**src/rtl/sha_padder.sv**
```systemverilog
// SHA-2 message padder: packs a 64-bit byte stream into 512-bit beats and appends
// the 0x80 marker, zero fill and big-endian bit length for 512- or 1024-bit blocks.
module sha_padder #(
  parameter int C_S_AXIS_DATA_WIDTH = 64,
  parameter int C_M_AXIS_DATA_WIDTH = 512,
  parameter int C_AXIS_TUSER_WIDTH  = 128,
  parameter int CODEC_POS           = 0
) (
  input  logic                             axis_aclk,
  input  logic                             axis_resetn,
  input  logic [C_S_AXIS_DATA_WIDTH-1:0]   s_axis_tdata,
  input  logic [C_S_AXIS_DATA_WIDTH/8-1:0] s_axis_tkeep,
  input  logic [C_AXIS_TUSER_WIDTH-1:0]    s_axis_tuser,
  input  logic                             s_axis_tvalid,
  output logic                             s_axis_tready,
  input  logic                             s_axis_tlast,
  output logic [C_M_AXIS_DATA_WIDTH-1:0]   m_axis_tdata,
  output logic [C_AXIS_TUSER_WIDTH-1:0]    m_axis_tuser,
  output logic                             m_axis_tvalid,
  input  logic                             m_axis_tready,
  output logic                             m_axis_tlast,
  output logic [2:0]                       dbg_state,
  output logic [1:0]                       dbg_block_type
);

  // Handshake: a beat moves on a channel only on a clock edge where valid and
  // ready are both 1; the output side holds data/user/last stable while valid
  // is 1 and ready is 0. The two channels are never ready/valid together.

  localparam logic [2:0] ST_IDLE      = 3'd0;
  localparam logic [2:0] ST_FILL      = 3'd1;
  localparam logic [2:0] ST_EMIT_DATA = 3'd2;
  localparam logic [2:0] ST_EMIT_PAD  = 3'd3;
  localparam logic [2:0] ST_EMIT_LAST = 3'd4;

  localparam logic [15:0] CODEC_SHA224 = 16'h1013;
  localparam logic [15:0] CODEC_SHA256 = 16'h0012;
  localparam logic [15:0] CODEC_SHA384 = 16'h0020;
  localparam logic [15:0] CODEC_SHA512 = 16'h0013;

  logic [2:0]                      state_q, state_d;
  logic [C_M_AXIS_DATA_WIDTH-1:0]  buf_q, buf_d;
  logic [2:0]                      w_q, w_d;
  logic [60:0]                     cnt_q, cnt_d;
  logic                            half_q, half_d;
  logic                            marker_done_q, marker_done_d;
  logic [C_AXIS_TUSER_WIDTH-1:0]   tuser_q, tuser_d;
  logic [1:0]                      btype_q, btype_d;
  logic                            s_tready_q, s_tready_d;
  logic                            m_tvalid_q, m_tvalid_d;
  logic                            m_tlast_q, m_tlast_d;

  logic [15:0]                     codec_raw, codec_dec;
  logic [1:0]                      btype_new;
  logic                            in_fire, out_fire;
  logic                            first_beat;
  logic [C_M_AXIS_DATA_WIDTH-1:0]  buf_n;
  logic [2:0]                      base_w;
  logic [60:0]                     base_cnt, cnt_n;
  logic                            base_half, half_n, wide;
  logic [63:0]                     word;
  logic [3:0]                      nbytes;
  logic [6:0]                      pos;
  logic                            hosts;

  function automatic logic [3:0] popcnt(input logic [7:0] k);
    logic [3:0] c;
    c = 4'd0;
    for (int i = 0; i < 8; i++) c = c + {3'b000, k[i]};
    return c;
  endfunction

  // Length always fits in the low 64 bits; in 1024 mode bits [127:64] are
  // already zero fill, which gives the zero-extended 128-bit field.
  function automatic logic [511:0] put_len(input logic [511:0] b, input logic [60:0] c);
    logic [511:0] r;
    r = b;
    r[63:0] = {c, 3'b000};
    return r;
  endfunction

  always_comb begin
    state_d       = state_q;
    buf_d         = buf_q;
    w_d           = w_q;
    cnt_d         = cnt_q;
    half_d        = half_q;
    marker_done_d = marker_done_q;
    tuser_d       = tuser_q;
    btype_d       = btype_q;

    codec_raw = s_axis_tuser[CODEC_POS +: 16];
    codec_dec = codec_raw[7] ? {codec_raw[7:0], codec_raw[15:8]} : codec_raw;
    case (codec_dec)
      CODEC_SHA224: btype_new = 2'b00;
      CODEC_SHA256: btype_new = 2'b01;
      CODEC_SHA384: btype_new = 2'b10;
      CODEC_SHA512: btype_new = 2'b11;
      default:      btype_new = 2'b00;
    endcase

    in_fire    = s_axis_tvalid && s_tready_q;
    out_fire   = m_tvalid_q && m_axis_tready;
    first_beat = (state_q == ST_IDLE);
    base_w     = first_beat ? 3'd0 : w_q;
    base_cnt   = first_beat ? 61'd0 : cnt_q;
    base_half  = first_beat ? 1'b0 : half_q;
    wide       = first_beat ? btype_new[1] : btype_q[1];
    nbytes     = popcnt(s_axis_tkeep);
    cnt_n      = base_cnt + {57'd0, nbytes};
    pos        = {1'b0, base_w, 3'b000} + {3'b000, nbytes};
    half_n     = ~half_q;
    hosts      = 1'b0;
    buf_n      = first_beat ? '0 : buf_q;

    for (int i = 0; i < 8; i++)
      word[8*i +: 8] = s_axis_tkeep[i] ? s_axis_tdata[8*i +: 8] : 8'h00;

    case (state_q)
      ST_IDLE, ST_FILL: begin
        if (in_fire) begin
          if (first_beat) begin
            tuser_d = s_axis_tuser;
            btype_d = btype_new;
          end
          buf_n[511 - 64*int'(base_w) -: 64] = word;
          cnt_d  = cnt_n;
          half_d = base_half;
          w_d    = base_w + 3'd1;
          if (!s_axis_tlast) begin
            marker_done_d = 1'b0;
            state_d = (base_w == 3'd7) ? ST_EMIT_DATA : ST_FILL;
          end else begin
            // A full 8th word leaves no room; the marker opens the next beat.
            if (pos < 7'd64) begin
              buf_n[511 - 8*int'(pos) -: 8] = 8'h80;
              marker_done_d = 1'b1;
            end else begin
              marker_done_d = 1'b0;
            end
            hosts = wide ? (base_half && (pos <= 7'd47)) : (pos <= 7'd55);
            if (hosts) begin
              buf_n   = put_len(buf_n, cnt_n);
              state_d = ST_EMIT_LAST;
            end else begin
              state_d = ST_EMIT_PAD;
            end
          end
          buf_d = buf_n;
        end
      end
      ST_EMIT_DATA: begin
        if (out_fire) begin
          buf_d = '0;
          w_d   = 3'd0;
          if (btype_q[1]) half_d = half_n;
          state_d = ST_FILL;
        end
      end
      ST_EMIT_PAD: begin
        if (out_fire) begin
          buf_n = '0;
          if (!marker_done_q) begin
            buf_n[511:504] = 8'h80;
            marker_done_d  = 1'b1;
          end
          half_d = half_n;
          hosts  = !btype_q[1] || half_n;
          if (hosts) begin
            buf_n   = put_len(buf_n, cnt_q);
            state_d = ST_EMIT_LAST;
          end else begin
            state_d = ST_EMIT_PAD;
          end
          buf_d = buf_n;
        end
      end
      ST_EMIT_LAST: begin
        if (out_fire) state_d = ST_IDLE;
      end
      default: state_d = ST_IDLE;
    endcase

    // Registered handshake outputs follow the next state so that they read 0
    // straight out of reset and ready rises one edge later.
    s_tready_d = (state_d == ST_IDLE) || (state_d == ST_FILL);
    m_tvalid_d = (state_d == ST_EMIT_DATA) || (state_d == ST_EMIT_PAD) ||
                 (state_d == ST_EMIT_LAST);
    m_tlast_d  = (state_d == ST_EMIT_LAST);
  end

  always_ff @(posedge axis_aclk) begin
    if (!axis_resetn) begin
      state_q       <= ST_IDLE;
      buf_q         <= '0;
      w_q           <= 3'd0;
      cnt_q         <= 61'd0;
      half_q        <= 1'b0;
      marker_done_q <= 1'b0;
      tuser_q       <= '0;
      btype_q       <= 2'b00;
      s_tready_q    <= 1'b0;
      m_tvalid_q    <= 1'b0;
      m_tlast_q     <= 1'b0;
    end else begin
      state_q       <= state_d;
      buf_q         <= buf_d;
      w_q           <= w_d;
      cnt_q         <= cnt_d;
      half_q        <= half_d;
      marker_done_q <= marker_done_d;
      tuser_q       <= tuser_d;
      btype_q       <= btype_d;
      s_tready_q    <= s_tready_d;
      m_tvalid_q    <= m_tvalid_d;
      m_tlast_q     <= m_tlast_d;
    end
  end

  assign s_axis_tready  = s_tready_q;
  assign m_axis_tvalid  = m_tvalid_q;
  assign m_axis_tlast   = m_tlast_q;
  assign m_axis_tdata   = buf_q;
  assign m_axis_tuser   = tuser_q;
  assign dbg_state      = state_q;
  assign dbg_block_type = btype_q;

endmodule

```
**config.mk**
```make
export PLATFORM = sky130hd
export DESIGN_NAME = sha_padder
export DESIGN_NICKNAME = d
export VERILOG_FILES = /design/src/rtl/sha_padder.sv
export SDC_FILE = /design/constraint.sdc
export NUM_CORES = 2
export LEC_CHECK = 0
export ABC_AREA = 1
export BUFFER_PORTS_ARGS = -buffer_cell sky130_fd_sc_hd__buf_2
export CAP_MARGIN = 20
export CORE_MARGIN = 8
export CORE_UTILIZATION = 25
export CTS_CLUSTER_DIAMETER = 40
export CTS_CLUSTER_SIZE = 25
export DETAILED_ROUTE_END_ITERATION = 8
export MAX_ROUTING_LAYER = met4
export SLEW_MARGIN = 30
export SYNTH_ARGS = -nofsm -noshare
export SYNTH_HDL_FRONTEND = slang
export SYNTH_SLANG_ARGS = --single-unit
export TNS_END_PERCENT = 1
```
**constraint.sdc**
```tcl
create_clock -name axis_aclk -period 13.95 [get_ports axis_aclk]
set_input_delay 2.0925 -clock axis_aclk [delete_from_list [all_inputs] [get_ports axis_aclk]]
set_output_delay 2.0925 -clock axis_aclk [all_outputs]
set_load 0.005 [all_outputs]
```
==> results.toml <==
[final_layout]
drive_gt1_frac = 0.185
fill_cells = 16834
nNetsFinal = 6887
finalNonFillerCells = 8858
final_area_um2 = 49600
final_util = 0.322
area_growth_syn_to_layout_pct = 28.0

[cts]
cts_max_path_buffers = 3
h-tree-depth = 4
cts_hold_buf = 0
clock-sinks = 714
cts_tree = "done"
ctsResizeCount = 0
post_cts_buffers = 0
clockRootBuffer = "clkbuf_16"
clkTransAtPathRegs_ns = 0.05
clk_latency_ns = 0.78
cts_buffers = 143

[sta]
setup-violations-final = 0
tightest_slew_ns = 1.16
finalMaxSlewViolations = 0
min_period_ns = 7.37
tns_ns = 0
rsz0062_at_grt = "false"
finalCritPeriodShare = 0.528
relSlewSlack = 0.222
finalHoldViolCount = 0
fin_ws_ns = 6.58
fmax_ghz = 0.136
whs_ns = 0.466
clock_skew_ns = 0.0500

[setup_path]
crit_path_end_kind = "register"
rr_worst_depth = 17
required_ns = 14.64
cp.arrival_ns = 8.06
critPathMaxFanout = 31
worstSetupPathType = "primary input to register"
start_kind = "primary input"

[place]
dp.cells = 8558
io_buffers = 852
gp_congestion = 0.964
dpl_cell_area_um2 = 44300
dpl.hpwl_um = 169000
place_ws_ns = 6.00

[global_routing]
grt_pass1_vias = 43312
grt_overflow = 0
grt_max_degree = 212
antenna_found_initial = 37
grt_use_total = 0.269
grt_pass1_wl_um = 326000

[yosys]
muxShareOfSynthArea = 0
synthSimpleGateAreaFrac = 0.355
ys_seq_elements = 714
synth_warnings = 0
postSynth.asyncResetShare = 0
synth_top_family_by_area = "simple AND/OR/NAND/NOR gates"
yosys.area.top_type = "dfxtp_1"
synth_nets = 6323
ys.flop_type = "dfxtp_1"
syn_inst = 6098
yosysMostFrequentCell = "nand2_1"
ys_seq_area_frac = 0.369
synthTopCellsByArea = "dfxtp_1 (37%), nand2_1 (17%), a21oi_1 (12%), nand3_1 (8.9%), nor2_1 (4.8%)"
synthAdderAreaFrac = 0.00743
ys_types = 44
syn_area_um2 = 38700
synth_compound_area_frac = 0.187
synth_edf_count = 0
yosysTopAreaCellShare = 0.369
synth_commonest_cells = "nand2_1 (1786), a21oi_1 (931), dfxtp_1 (714)"
syn_avg_cell_area_um2 = 6.35
synth-xor-area-share = 0.00769

[power_and_ir_drop]
clkPwrFrac = 0.518
ir_drop_mv = 0.139
intPower_mw = 4.72
p_sw_frac = 0.324
power.leakage_nw = 20.6
combPwrFrac = 0.162
switchingPower_mw = 2.26
p_per_area_nw_per_um2 = 141
p_total_mw = 6.98
sequentialPowerShare = 0.320

[die]
ios = 853
initial_core_util = 0.252
die_h_um = 410
num_rows = 144
die_w_um = 410
dieArea_um2 = 168000
core_um2 = 154000

[worst_hold_path]
hold_class = "register to register"
whs_path_depth = 2

[flow_run]
cap_violations = 0

[detailed_routing]
initialDrtViolationCount = 6721
drt-total-wl_um = 236000
ant_nets = 0
viasPerCell = 5.45
drc_errors = 0
vias = 48294
first_pass_iters = 9
wl_per_cell_um = 26.6

[outcome]
outcome = "complete, no violations"
==> area by class of cell <==
| cell class | instances | area (um^2) | share of cell area |
|---|---|---|---|
| clock inverters | 74 | 1070 | 0.0215 |
| repair buffers | 926 | 4970 | 0.100 |
| diodes | 38 | 95.1 | 0.00192 |
| well taps | 2044 | 2560 | 0.0516 |
| clock buffers | 185 | 4020 | 0.0810 |
| flip-flops and latches | 714 | 14300 | 0.288 |
| inverters | 215 | 843 | 0.0170 |
| multi-input cells | 4662 | 21800 | 0.439 |
==> state kept, by name, summed over array words and instances (netlist names) <==
name / flops
half_q: 1
m_axis_tdata: 512
s_axis_tready: 1
m_axis_tuser: 128
cnt_q: 61
marker_done_q: 1
dbg_state: 3
dbg_block_type: 2
m_axis_tvalid: 1
m_axis_tlast: 1
w_q: 3
==> layer usage <==
metal / wire length [um] / GRT usage / vias to the layer above
li1: - / - / 21766
met1: 93400 / 0.333 / 22969
met2: 98900 / 0.382 / 2991
met3: 28500 / 0.0932 / 568
met4: 14900 / 0.143 / 0
met5: 0 / - / -
==> power by group through the flow <==
stage	clock (mW)	combinational (mW)	sequential [mW]
2_1_floorplan	0	0.621	2.25
3_3_place_gp	0	1.09	2.26
3_5_place_dp	0	1.09	2.27
4_1_cts	3.64	1.10	2.23
5_1_grt	3.75	1.20	2.24
6_report	3.61	1.13	2.23
==> worst paths after layout <==
path	end	slack, ns	from
worst max-delay path	m_axis_tdata[59]	6.58	s_axis_tkeep[1]
worst max register to register	m_axis_tdata[178]	8.47	dbg_state[2]
worst min-delay path	dbg_block_type[0]	0.47	dbg_block_type[0]
worst min register to register	dbg_block_type[0]	0.47	dbg_block_type[0]
==> cell families (layout without fill, tap and decap cells) <==
family,after synthesis,count (layout)
and+or+nand+nor,3252,3252
adders and majority gates,20,20
AOI/OAI and AO/OA,1356,1356
other,0,38
xor gates and xnor gates,34,34
buffers and inverters,722,1400
DFF,714,714
==> critical path, cell delays in order <==
cell      delay (ns)
buf_2           0.54
inv_1           0.22
fa_1            0.53
fa_1            0.52
fa_1            0.41
inv_1           0.07
ha_1            0.17
inv_1           0.06
fa_1            0.38
xor2_1          0.52
inv_1           0.20
ha_1            0.44
nand2_1         0.08
nand2_1         0.08
nand3_1         0.08
nor2_2          0.27
nand2_1         0.19
nor3_1          0.60
nand3b_1        0.15
nand2_1         0.13
nand2_1         0.06
nand2_1         0.08
nand2_1         0.05
a21oi_1         0.12
==> cell usage in the layout, fill, tap and decap left out, types with 38 or more instances in the layout <==
master	netlist	routed
o211ai_1	45	45
nand2_1	1786	1785
nand3_1	690	690
nand4_1	179	179
dfxtp_1	714	714
clkbuf_16	0	143
a21oi_1	931	931
nor2_1	493	481
buf_4	6	58
buf_2	95	851
o21ai_0	290	290
diode_2	0	38
inv_1	199	194
No activity file was read; power rests on OpenSTA's default activity.
